### config.mk
export PLATFORM = sky130hd
export DESIGN_NAME = alu_issue_stage
export DESIGN_NICKNAME = d
export VERILOG_FILES = /design/src/rtl/alu_issue_stage.sv
export SDC_FILE = /design/constraint.sdc
export NUM_CORES = 1
export LEC_CHECK = 0
export ABC_AREA = 1
export CAP_MARGIN = 25
export CELL_PAD_IN_SITES_DETAIL_PLACEMENT = 1
export CELL_PAD_IN_SITES_GLOBAL_PLACEMENT = 2
export CORE_MARGIN = 2
export CORE_UTILIZATION = 28
export CTS_BUF_LIST = sky130_fd_sc_hd__clkbuf_8
export DETAILED_ROUTE_END_ITERATION = 7
export GPL_TIMING_DRIVEN = 0
export PLACE_DENSITY = 0.93
export SETUP_SLACK_MARGIN = 0.05
export SYNTH_ARGS = -nofsm -noshare
export SYNTH_HDL_FRONTEND = slang
export SYNTH_SLANG_ARGS = --single-unit
### constraint.sdc
create_clock -name clk -period 1.5 [get_ports clk]
set_input_delay 0.15 -clock clk [delete_from_list [all_inputs] [get_ports clk]]
set_output_delay 0.15 -clock clk [all_outputs]
set_load 0.01 [all_outputs]
### src/rtl/alu_issue_stage.sv
// ALU issue stage: decodes an RV32I ALU op into selector and operands and
// buffers it in a 2-entry skid buffer ahead of the execute unit.
module alu_issue_stage (
    input  logic        clk,
    input  logic        rst_n,
    input  logic        flush,
    input  logic        in_valid,
    output logic        in_ready,
    input  logic [2:0]  funct3,
    input  logic        funct7_5,
    input  logic        is_imm,
    input  logic [31:0] rs1_val,
    input  logic [31:0] rs2_val,
    input  logic [31:0] imm,
    output logic        out_valid,
    input  logic        out_ready,
    output logic [3:0]  sel,
    output logic [31:0] x,
    output logic [31:0] y
);

    typedef struct packed {
        logic [3:0]  sel;
        logic [31:0] x;
        logic [31:0] y;
    } op_t;

    op_t  in_op;
    op_t  out_op;
    op_t  skid_op;
    logic skid_valid;
    logic accept;
    logic out_free;

    always_comb begin
        in_op.sel = 4'b0000;
        in_op.x   = rs1_val;
        in_op.y   = is_imm ? imm : rs2_val;
        unique case (1'b1)
            (funct3 == 3'b000): in_op.sel = (funct7_5 && !is_imm) ? 4'b0001 : 4'b0000;
            (funct3 == 3'b001): in_op.sel = 4'b0111;
            (funct3 == 3'b010): in_op.sel = 4'b0101;
            (funct3 == 3'b011): in_op.sel = 4'b0110;
            (funct3 == 3'b100): in_op.sel = 4'b0100;
            (funct3 == 3'b101): in_op.sel = funct7_5 ? 4'b1001 : 4'b1000;
            (funct3 == 3'b110): in_op.sel = 4'b0011;
            (funct3 == 3'b111): in_op.sel = 4'b0010;
            default:            in_op.sel = 4'b0000;
        endcase
    end

    // in_ready depends only on registered state to keep handshakes acyclic
    assign in_ready = ~skid_valid;
    assign accept   = in_valid & in_ready;
    assign out_free = ~out_valid | out_ready;

    always_ff @(posedge clk or negedge rst_n) begin
        if (!rst_n) begin
            out_valid  <= 1'b0;
            skid_valid <= 1'b0;
            out_op     <= '0;
            skid_op    <= '0;
        end else if (flush) begin
            out_valid  <= 1'b0;
            skid_valid <= 1'b0;
        end else if (out_free) begin
            if (skid_valid) begin
                out_op     <= skid_op;
                out_valid  <= 1'b1;
                skid_valid <= 1'b0;
            end else if (accept) begin
                out_op    <= in_op;
                out_valid <= 1'b1;
            end else begin
                out_valid <= 1'b0;
            end
        end else if (accept) begin
            skid_op    <= in_op;
            skid_valid <= 1'b1;
        end
    end

    assign sel = out_op.sel;
    assign x   = out_op.x;
    assign y   = out_op.y;

endmodule

* After elaboration in Yosys (flattened, before gate mapping)
Cells that the tools add are included.
** Word-level totals
- Bits in registers :: 138
- Input port bits :: 106
- Output and inout bits :: 70
- Word-level logic and storage cells :: 42
** Cells by class
- Equal/unequal tests :: 7
- Multiplexer cells :: 13
- Bitwise logic cells :: 6
- Reduce and logical (&&, ||, !) cells :: 8
** Operator list (count)
- 68-bit 2-to-1 mux :: 2
- 32-bit 2-to-1 mux :: 1
- 4-bit one-hot mux with 8 select lines :: 1
- 3-bit == test (second input constant) :: 4
- 1-bit 2-to-1 mux :: 9
- 3-bit by 2-bit == test with 1-bit output (second input constant) :: 2
- 3-bit AND reduction :: 2
- 1-bit NOT :: 4
- 2-bit nonzero test :: 2
- 3-bit by 1-bit == test with 1-bit output (second input constant) :: 1
- 3-bit logical NOT :: 1
- 3-bit nonzero test :: 1
- 1-bit AND :: 1
- 1-bit logical AND :: 1
- 1-bit logical NOT :: 1
- 1-bit OR :: 1

* Longest topological paths before layout
- Depth in word-level cells :: 6
- Gate-level depth with buffers :: 8
- Gate-level depth less buffers :: 7

* Worst setup path after synthesis
No wires, ideal clock.
- Kind :: register -> register
- From :: reg skid_valid
- To :: reg skid_op[61] (netlist bit)
- Library setup time :: 0.130 ns
- Arrival time :: 1.174 ns
- Data required time :: 1.370 ns
- Setup slack :: 0.196 ns
- Cell stages (with the launch flop) :: 9
- Buffers on the path :: 2
- Clock period less this slack :: 1.304 ns
- Cell sequence :: dfrtp_1 -> inv_2 -> nand2_1 -> nor2_2 -> inv_2 -> buf_6 -> buf_2 -> nand2_1 -> o21ai_1
** Between the ends
- Longest elaborated chain between the ends :: 3
** RTL lines
- start, declared :: RTL line 31 : logic skid_valid;
- start signal, assigned :: RTL line 60 : skid_valid <= 1'b0;
- start signal, assigned :: RTL line 65 : skid_valid <= 1'b0;
- start signal, assigned :: RTL line 70 : skid_valid <= 1'b0;
- 1-bit NOT :: RTL line 53 : assign in_ready = ~skid_valid;
- 1-bit AND :: RTL line 54 : assign accept = in_valid & in_ready;
- 3-bit AND reduction (no line)
- end signal, assigned :: RTL line 78 : skid_op <= in_op;
- end, declared :: RTL line 30 : op_t skid_op;
No other way between the ends.
A chain may end at the register's enable or synchronous reset.

* Worst setup path after layout
- From :: reg skid_valid
- To :: out in_ready
** Between the ends
- Longest elaborated chain between the ends :: 1
** RTL lines
- 1-bit NOT :: RTL line 53
- end, declared :: RTL line 8 : output logic in_ready,
No other way between the ends.

==> results.sh <==
export IMPL_run_status="finished clean"
export IMPL_start_util_pct=28.38
export IMPL_yosysWarnings=0
export IMPL_hpwl_um=14770
export IMPL_core_sq_um=21760
export IMPL_crit_start="skid_valid$_DFFE_PN0P_"
export IMPL_die_height_um=152.5
export IMPL_wl_um=22200
export IMPL_gp_congestion=0.7543
export IMPL_yosysSeqAreaShare_pct=55.93
export IMPL_n_antenna_cell=0
export IMPL_post_dp_cell_area_sq_um=8305
export IMPL_wl_per_cell_um=17.06
export IMPL_yosysUniqueCellTypes=18
export IMPL_clock_sinks=138
export IMPL_gr_total_overflow=0
export IMPL_timing_fmax_mhz=682.3
export IMPL_worstSkewPairLatency_ps=460
export IMPL_synth_seq_cells=138
export IMPL_io_pins=176
export IMPL_firstDrtPassIters=4
export IMPL_numCtsBuffers=17
export IMPL_whs_ps=243.4
export IMPL_max_cap_violations=0
export IMPL_period_minus_slack_ps=1466
export IMPL_synth_top_area_share_pct=55.93
export IMPL_setup_violations=0
export IMPL_drv_slew=0
export IMPL_cellPowerDensity_nw_per_um2=1095
export IMPL_numPortBuffers=175
export IMPL_cts_max_level=4
export IMPL_groute_usage_overall_pct=18.63
export IMPL_period_share_pct=97.71
export IMPL_grt_max_degree=81
export IMPL_antenna_left=0
export IMPL_worst_ep_arrival_time_ps=1320
export IMPL_via_per_inst=4.651
export IMPL_drc=0
export IMPL_required_ps=1350
export IMPL_end_kind="primary output"
export IMPL_area_delta_synth_final_pct=56.07
export IMPL_grt_pass1_wl_um=34160
export IMPL_cts_tree="done"
export IMPL_die_area_sq_um=23260
export IMPL_crit_type="register to primary output"
export IMPL_antenna_found_initial=0
export IMPL_drive_gt1_share_pct=16.55
export IMPL_yosysTopAreaCell="dfrtp_1"
export IMPL_yosys_top_cells_area="dfrtp_1 (56%), nand2_1 (19%), o21ai_0 (11%), inv_1 (3.2%), o21ai_1 (2.9%)"
export IMPL_final_cell_mix="nand2_1 (287), dfrtp_1 (137), clkdlybuf4s50_1 (104)"
export IMPL_p_leak_uw=0.004941
export IMPL_finalPower_uw=10550
export IMPL_startpoint_type="register"
export IMPL_die_width_um=152.5
export IMPL_rows=54
export IMPL_relSlewSlack_pct=61.60
export IMPL_avgSynthCellArea_sq_um=7.947
export IMPL_routed_via_count=6051
export IMPL_rsz0062_at_grt="true"
export IMPL_drt_iter0_drc=229
export IMPL_fin_util_pct=44.29
export IMPL_min_path_type="input pin to asynchronous set/reset pin"
export IMPL_worst_slew_pin_slew_ps=576.0
export IMPL_grt_pass1_vias=6202
export IMPL_stdcell_area_sq_um=9637
export IMPL_fin_nets=1114
export IMPL_skew_ps=10.78
export IMPL_cts_root_buffer="clkbuf_8"
export IMPL_clock_path_buffers=2
export IMPL_r2r_cells=8
export IMPL_worst_path_max_fanout=4
export IMPL_peakVddDrop_mv=0.4585
export IMPL_crit_end="in_ready"
export IMPL_syn_nets=883
export IMPL_timing_rr_end="y[23]$_DFFE_PN0P_"
export IMPL_netlist_instances=777
export IMPL_syn_area_sq_um=6175
export IMPL_clk_pin_slew_ps=80
export IMPL_final_common_cell="nand2_1"
export IMPL_r2r_start="skid_valid$_DFFE_PN0P_"
export IMPL_fin_tns_setup_ps=0
export IMPL_hold_viol=0
export IMPL_r2r_slack_ps=40
## cells in the mapped netlist
master and number:
a21oi_1 3, buf_1 1, buf_2 22, buf_4 2, buf_6 1, clkbuf_1 22
clkinv_1 1, dfrtp_1 138, inv_1 52, inv_2 2, nand2_1 318, nand3_1 4
nor2_1 28, nor2_2 1, o211ai_1 15, o21ai_0 130, o21ai_1 36, xor2_1 1
## state kept, by name (all words and copies together), names as in the netlist
signal      flops
y              32
x              32
out_valid       1
skid_valid      1
sel             4
skid_op        68
## cell families after synthesis
logic type      count (synthesis)  synth area share (%)
simple gates                  351                 21.46
flops                         138                 55.93
compound gates                184                 15.52
buf+inv                       103                 6.950
xor+xnor                        1                0.1419
## layout make-up
| cell class | count | area (sq um) |
|---|---|---|
| Buffer | 47 | 478.0 |
| Clock buffer | 21 | 289.0 |
| Clock inverter | 11 | 103.9 |
| Fill cell | 2587 | 12120 |
| Inverter | 55 | 216.5 |
| Multi-Input combinational cell | 536 | 2489 |
| Sequential cell | 138 | 3455 |
| Tap cell | 280 | 350.3 |
| Timing Repair Buffer | 213 | 2256 |
## through the flow
| stage | setup slack (ps) | std cells |
|---|---|---|
| floorplan | 196.0 | 777 |
| global placement | -5555 | 1232 |
| finish | 34.40 | 1301 |
| global route | -36.13 | 1301 |
| CTS | -2.792 | 1288 |
| detailed placement | -470.4 | 1233 |
## worst max-delay path, stage by stage (launching register included)
cell and delay (ps):
dfrtp_2 420, clkinv_4 90, buf_8 130, buf_8 110, buf_6 110
## power breakdown
part | switching, uW | internal [uW] | leakage [uW]
clock network | 1460 | 1620 | 0.000220
registers | 454 | 4500 | 0.00173
logic | 1260 | 1250 | 0.00299
## worst min-delay path by stage
| stage | endpoint |
|---|---|
| final | x[13]$_DFFE_PN0P_ |
| after global routing | skid_op[58]$_DFFE_PN0P_ |
| after floorplan | out_valid$_DFFE_PN0N_ |
| after global placement | skid_op[0]$_DFFE_PN0P_ |
| after detailed placement | x[6]$_DFFE_PN0P_ |
| after CTS | x[11]$_DFFE_PN0P_ |
## metal layers
layer / track usage [%] / routed length [um] / up-vias
met1: 24.90 / 10160 / 2953
met5: 0 / 0 / -
met3: 4.721 / 1069 / 17
met2: 30.59 / 10720 / 145
li1: - / - / 2936
met4: 4.277 / 250 / 0
## timing repair
action / CTS / global route
cloned: 4 / 10
setup endpoints to repair: 207 / 128
endpoints found under the hold margin: 58 / 0
pin swaps: 8 / 20
buffers inserted: 18 / 4
hold buffers: 1 / 0
resized for setup: 177 / 138
No activity file was read; power rests on OpenSTA's default activity.
